**src/rtl/exc_seq.sv**
```systemverilog
// rtl/exc_seq.sv - exception-entry / RTE control-register write sequencer
//
// Ports:
//   clock, reset          core clock, asynchronous active-low reset
//   hold                  pipeline hold; freezes state and all outputs
//   excReq/excCode/excTea trap request level, trap code, faulting address
//   rteReq                return-from-exception request level
//   cr*, gprSp            current control-register and SP values
//   crWr                  write strobes {SP,PC,TEA,SSP,SPC,EXSR,SR}
//   val*                  write data, held while the matching strobe is 0
//   pipeFlush, busy       high while sequencing (busy also in HALT)
//   excAck/rteAck/rteErr  single-cycle completion pulses
//   dblFault              sticky double-fault flag
module exc_seq #(
    parameter int VEC_SHIFT   = 3,
    parameter bit HALT_ON_DBL = 1'b1
) (
    input  logic        clock,
    input  logic        reset,
    input  logic        hold,
    input  logic        excReq,
    input  logic [15:0] excCode,
    input  logic [63:0] excTea,
    input  logic        rteReq,
    input  logic [63:0] crSr,
    input  logic [63:0] crExsr,
    input  logic [63:0] crTea,
    input  logic [47:0] crPc,
    input  logic [47:0] crSpc,
    input  logic [47:0] crSsp,
    input  logic [47:0] crVbr,
    input  logic [47:0] gprSp,
    output logic [6:0]  crWr,
    output logic [63:0] valSr,
    output logic [63:0] valExsr,
    output logic [63:0] valTea,
    output logic [47:0] valSpc,
    output logic [47:0] valSsp,
    output logic [47:0] valPc,
    output logic [47:0] valSp,
    output logic        pipeFlush,
    output logic        busy,
    output logic        excAck,
    output logic        rteAck,
    output logic        rteErr,
    output logic        dblFault
);

    typedef enum logic [2:0] {
        IDLE, SAVE, SWAP, VECT, RSTR, DONE, HALT
    } state_t;

    localparam logic [6:0] WR_SAVE = 7'h16;  // EXSR, SPC, TEA
    localparam logic [6:0] WR_SWAP = 7'h49;  // SR, SSP, SP
    localparam logic [6:0] WR_VECT = 7'h20;  // PC
    localparam logic [6:0] WR_RSTR = 7'h69;  // SR, SSP, PC, SP

    state_t      state;
    logic [63:0] cap_sr;
    logic [47:0] cap_sp;
    logic [47:0] cap_ssp;
    logic [47:0] cap_vbr;
    logic [3:0]  cap_vec;

    // The current TEA and the low half of EXSR are overwritten, never read.
    logic unused_inputs;
    assign unused_inputs = ^{crTea, crExsr[31:0]};

    // Outputs are registered on the edge that enters a state, so each
    // state's strobes are visible during the cycle the FSM sits in it.
    always_ff @(posedge clock or negedge reset) begin
        if (!reset) begin
            state     <= IDLE;
            cap_sr    <= '0;
            cap_sp    <= '0;
            cap_ssp   <= '0;
            cap_vbr   <= '0;
            cap_vec   <= '0;
            crWr      <= '0;
            valSr     <= '0;
            valExsr   <= '0;
            valTea    <= '0;
            valSpc    <= '0;
            valSsp    <= '0;
            valPc     <= '0;
            valSp     <= '0;
            pipeFlush <= 1'b0;
            busy      <= 1'b0;
            excAck    <= 1'b0;
            rteAck    <= 1'b0;
            rteErr    <= 1'b0;
            dblFault  <= 1'b0;
        end else if (!hold) begin
            case (state)
                IDLE: begin
                    if (excReq) begin
                        cap_sr    <= crSr;
                        cap_sp    <= gprSp;
                        cap_ssp   <= crSsp;
                        cap_vbr   <= crVbr;
                        cap_vec   <= excCode[15:12];
                        busy      <= 1'b1;
                        pipeFlush <= 1'b1;
                        if (crSr[28] && HALT_ON_DBL) begin
                            // Trap taken with BL already set.
                            state    <= HALT;
                            dblFault <= 1'b1;
                        end else begin
                            state   <= SAVE;
                            crWr    <= WR_SAVE;
                            valSpc  <= crPc;
                            valExsr <= {crSr[31:0], 16'h0000, excCode};
                            valTea  <= excTea;
                        end
                    end else if (rteReq) begin
                        busy      <= 1'b1;
                        pipeFlush <= 1'b1;
                        if (!crSr[30]) begin
                            // RTE from user mode is rejected without writes.
                            state  <= DONE;
                            rteAck <= 1'b1;
                            rteErr <= 1'b1;
                        end else begin
                            state  <= RSTR;
                            crWr   <= WR_RSTR;
                            valSr  <= {crSr[63:32], crExsr[63:32]};
                            valPc  <= crSpc;
                            valSp  <= crSsp;
                            valSsp <= gprSp;
                        end
                    end
                end
                SAVE: begin
                    state  <= SWAP;
                    crWr   <= WR_SWAP;
                    valSsp <= cap_sp;
                    valSp  <= cap_ssp;
                    valSr  <= cap_sr | 64'h0000_0000_7000_0000;
                end
                SWAP: begin
                    state <= VECT;
                    crWr  <= WR_VECT;
                    valPc <= cap_vbr + (48'(cap_vec) << VEC_SHIFT);
                end
                VECT: begin
                    state  <= DONE;
                    crWr   <= '0;
                    excAck <= 1'b1;
                end
                RSTR: begin
                    state  <= DONE;
                    crWr   <= '0;
                    rteAck <= 1'b1;
                end
                DONE: begin
                    state     <= IDLE;
                    excAck    <= 1'b0;
                    rteAck    <= 1'b0;
                    rteErr    <= 1'b0;
                    busy      <= 1'b0;
                    pipeFlush <= 1'b0;
                end
                HALT: begin
                    state <= HALT;
                end
                default: begin
                    state <= IDLE;
                end
            endcase
        end
    end

endmodule
```
**config.mk**
```make
export PLATFORM = sky130hd
export DESIGN_NAME = exc_seq
export DESIGN_NICKNAME = d
export VERILOG_FILES = /design/src/rtl/exc_seq.sv
export SDC_FILE = /design/constraint.sdc
export NUM_CORES = 1
export LEC_CHECK = 0
export ABC_AREA = 0
export BUFFER_PORTS_ARGS = -buffer_cell sky130_fd_sc_hd__buf_2
export CAP_MARGIN = 10
export CORE_AREA = 2 2 357 359
export CTS_CLUSTER_DIAMETER = 80
export DETAILED_ROUTE_END_ITERATION = 16
export DIE_AREA = 0 0 359 361
export HOLD_SLACK_MARGIN = 0.08
export RECOVER_POWER = 100
export SYNTH_ARGS = -nofsm -noshare
export SYNTH_HDL_FRONTEND = slang
export SYNTH_SLANG_ARGS = --single-unit
```
**constraint.sdc**
```tcl
create_clock -name clock -period 2.6 [get_ports clock]
set_clock_uncertainty 0.05 [all_clocks]
set_input_delay 0.52 -clock clock [delete_from_list [all_inputs] [get_ports clock]]
set_output_delay 0.52 -clock clock [all_outputs]
set_load 0.03 [all_outputs]
```
==> summary by stage <==
Logic synthesis
The library cell with the largest summed area after synthesis is dfrtp_1. The number of distinct library cells after synthesis is 51. The share of the synthesized area in the top cell type is 59.41%. The async set or reset register ratio after synthesis is 100.0%. In this run, synthesis inferred 0 flip-flops with an integrated enable. For this run, the register share of the synthesized area comes to 59.41%. The Yosys step of the flow raised 0 warnings.

In the synthesized netlist the dominant register cell turns out to be dfrtp_1. Sorting the synthesized cells by area gives the leading types as dfrtp_1, nand2_1, mux2_2. The average instance in the mapped netlist occupies 10.44 sq um. The synthesized flop and latch total is 587. The cell area after synthesis is 24730 sq um. The cell count after synthesis came out at 2368.

Critical path
The biggest fanout along the worst timing path is 37. The arrival time at the worst endpoint is 2.99 ns. The cell with the biggest individual delay on the critical path is clkbuf_4. STA classifies the critical path endpoint as a flop. In this design, the stage delay of the slowest critical-path cell is 0.45 ns. Counting both buffers and inverters, the worst setup path holds a total of 3.

Broken down by cell family, the worst path's largest delay share belongs to buffers and inverters. The worst setup path is launched from a flop. Data on the critical path is required at its endpoint by 3.13 ns.

The dominant cell type by count on the critical path is nand2_1. The signal on the critical path passes through nor3_1, clkbuf_1, and3b_1, clkbuf_4, buf_8, nand2_1, nand2_1. The worst reg-to-reg path cell count is 7. In this run the number of cells on the critical path is 7.

The worst setup path is of the flop to flop kind.

Worst hold path
The instance count along the most critical hold path is 3. The worst hold path belongs to the class primary input to flop.

Die
The core region is 125400 sq um. The die is 359 um wide. The floorplan die area is 129600 sq um. The floorplan has 130 rows. From bottom edge to top edge, the die measures 361 um. For this configuration, the core starts out at a cell density of 19.72%. The number of primary I/O pins is 914.

Status
The flow ran to the end, and the final reports show no timing, DRC or antenna violations.

Clocking
The clock latency of the later-clocked register in the worst-skew pair is 0.65 ns. The number of clock buffers added by TritonCTS is 72. The cell sitting at the root of the clock tree is a clkbuf_16. TritonCTS built the clock tree. The clock transition at the register clock pins on the worst setup and hold paths after CTS is 0.06 ns. The clock tree buffer depth is 3. Counting every sink on the clock net gives 587. In this run the number of H-tree levels came out at 3.

STA
The final worst setup slack is 0.1457 ns. The fraction of the cycle the final worst path needs is 94.40%. The headroom to the max-slew limit is 20.04%. The count of pins over their slew limit came to 0. The worst path needs 2.454 ns of the cycle, external delays included. For this run, the top clock speed supported by timing is 407.4 MHz. Setup repair after global routing could not meet its margin everywhere.

Setup violations remaining at the end of the flow were counted as 0. The final number of hold-violating endpoints was 0. At the pin with the least slew margin, the transition time is 1.199 ns.

Global route
Entering global routing, the biggest net connects 89 pins. The number of global-route vias before repair is 22810. The initial antenna violation count came to 13. Global routing finished with a remaining overflow of 0. The first global-routing pass estimated 138000 um of wire.

The overall track demand over capacity in global routing is 13.79%.

Power and ir drop
The design draws 0.04512 W. In this run the static leakage power is 16.39 nW. Dividing total power by cell area gives a power density of 1231 nW/um^2. The worst IR drop on VDD is 752.5 uV.

Placed design
At the end of routability-driven placement, the weighted congestion stood at 0.9107. After legalization and detailed placement, the total HPWL measured 65300 um. The count of port buffers added during placement is 800.

OpenSTA, run right after detailed placement, puts the worst setup slack at 0.09711 ns.

Cells and area
The signed area change from the synthesized netlist to the final layout is 48.22%. In the layout the commonest cells are nand2_1, dfrtp_1, clkbuf_1. The most common cell after layout, fill and taps aside is nand2_1. At the end of the flow, the number of nets in the layout was 4104. The register area is 14690 sq um. The final-layout fill cell count is 13140. Summing all multi-input logic gate instances after layout gives 9276 sq um.

Of the cells placed in the final design, the portion with a size suffix greater than 1 is 21.49%.

Route
The final layout contains routed wiring with a total length of 91510 um. Using the TritonRoute via totals, the vias-per-cell ratio works out to 4.121. The count of antenna-violating nets left after detailed routing is 0. After the first detailed-routing iteration, the DRC count stood at 1463.

For this block, the via count after detailed routing is 21800. For this run, design rule violations remaining after detail routing come to 0. Dividing the detail-routed wire length by the instance count gives 17.30 um. The first-pass iteration count of the detailed router is 5.

Flow run
The number of max-cap violations is 0.
metal layers:
layer	vias up	global-route usage, %	share of wire [%]	routed length, um
met5	-	0	0.017	16
met4	2	5.543	3.2	2958
met3	163	3.576	6.7	6175
met2	774	22.77	48	43620
met1	10610	17.14	42	38740
li1	10250	-	-	-
metrics by stage:
| stage | instance area, sq um | cells | hold WS, ns | TNS, ns | util, % |
|---|---|---|---|---|---|
| after floorplan | 24790 | 2384 | 0.1744 | 0 | - |
| after global placement | 31250 | 4770 | 0.4063 | 0 | 24.92 |
| after detailed placement | 31250 | 4770 | 0.4058 | 0 | 24.92 |
| after CTS | 37440 | 5284 | 0.08107 | 0 | 29.85 |
| after global routing | 36650 | 5289 | 0.1264 | -0.2131 | 29.22 |
| final | 36650 | 5290 | 0.1665 | 0 | 29.22 |
layout make-up:
cell class              instances  share of cell area, %
clock inverters                23                 0.6760
diodes                          5                0.03414
inverters                      13                 0.1331
multi-input cells            1619                  25.31
well taps                    1650                  5.633
flip-flops and latches        587                  40.08
clock buffers                 104                  5.633
repair buffers               1289                  22.50
synthesized netlist by cell type (6+ instances only):
library cell,number
a21oi_1,196
and3_1,12
buf_2,62
buf_4,22
clkbuf_1,75
dfrtp_1,587
inv_1,13
mux2_2,159
mux2i_1,158
nand2_1,653
nand2b_1,7
nand3_1,24
nand4_1,8
nor2_1,211
nor3_1,9
nor3_2,6
o211ai_1,6
o21ai_0,45
o22ai_1,15
xnor2_1,34
xor2_1,7
registers in the layout, summed over array words and instances (netlist names):
name,count
busy,1
cap_sp,48
cap_sr,61
cap_ssp,48
cap_vbr,48
cap_vec,4
crWr,3
dblFault,1
excAck,1
rteAck,1
rteErr,1
state,3
valExsr,47
valPc,48
valSp,48
valSpc,48
valSr,64
valSsp,48
valTea,64
final timing paths:
| path | start | end | slack, ns |
|---|---|---|---|
| worst max-delay path | state[1]$_DFFE_PN0P_ | cap_sp[3]$_DFFE_PN0P_ | 0.15 |
| worst min-delay path | crSpc[29] | valPc[29]$_DFFE_PN0P_ | 0.17 |
| worst max register to register | state[1]$_DFFE_PN0P_ | cap_sp[3]$_DFFE_PN0P_ | 0.15 |
| worst min register to register | dblFault$_DFFE_PN0P_ | dblFault$_DFFE_PN0P_ | 0.42 |
| max in group asynchronous | reset | valSsp[20]$_DFFE_PN0P_ | 0.27 |
| min in group asynchronous | reset | valSr[4]$_DFFE_PN0P_ | 0.65 |
cell families after synthesis:
family,share of synthesized area [%]
simple gates,15.70
mux,13.64
other cells,0.01517
flops,59.41
xor+xnor,1.452
fa+ha+maj,0.2834
compound gates,6.123
buf+inv,3.380
power by group:
part | leakage [nW] | internal, W | total, W | switching (W)
clock network | 1.12 | 0.00576 | 0.00986 | 0.00409
registers | 7.03 | 0.0136 | 0.0163 | 0.00274
logic | 8.24 | 0.00584 | 0.0190 | 0.0131
total | 16.4 | 0.0252 | 0.0451 | 0.0200
worst min-delay path: stages:
cell and delay (ns):
buf_2 0.08, o21ai_0 0.08, o21ai_0 0.14
repair_timing:
action | in CTS | in global routing
endpoints found under the setup margin | 0 | 5
resized for setup | 0 | 2
buffers inserted | 0 | 1
hold buffers | 387 | 0
endpoints found under the hold margin | 537 | 0
Note: power is estimated with default switching activity, not from simulation.
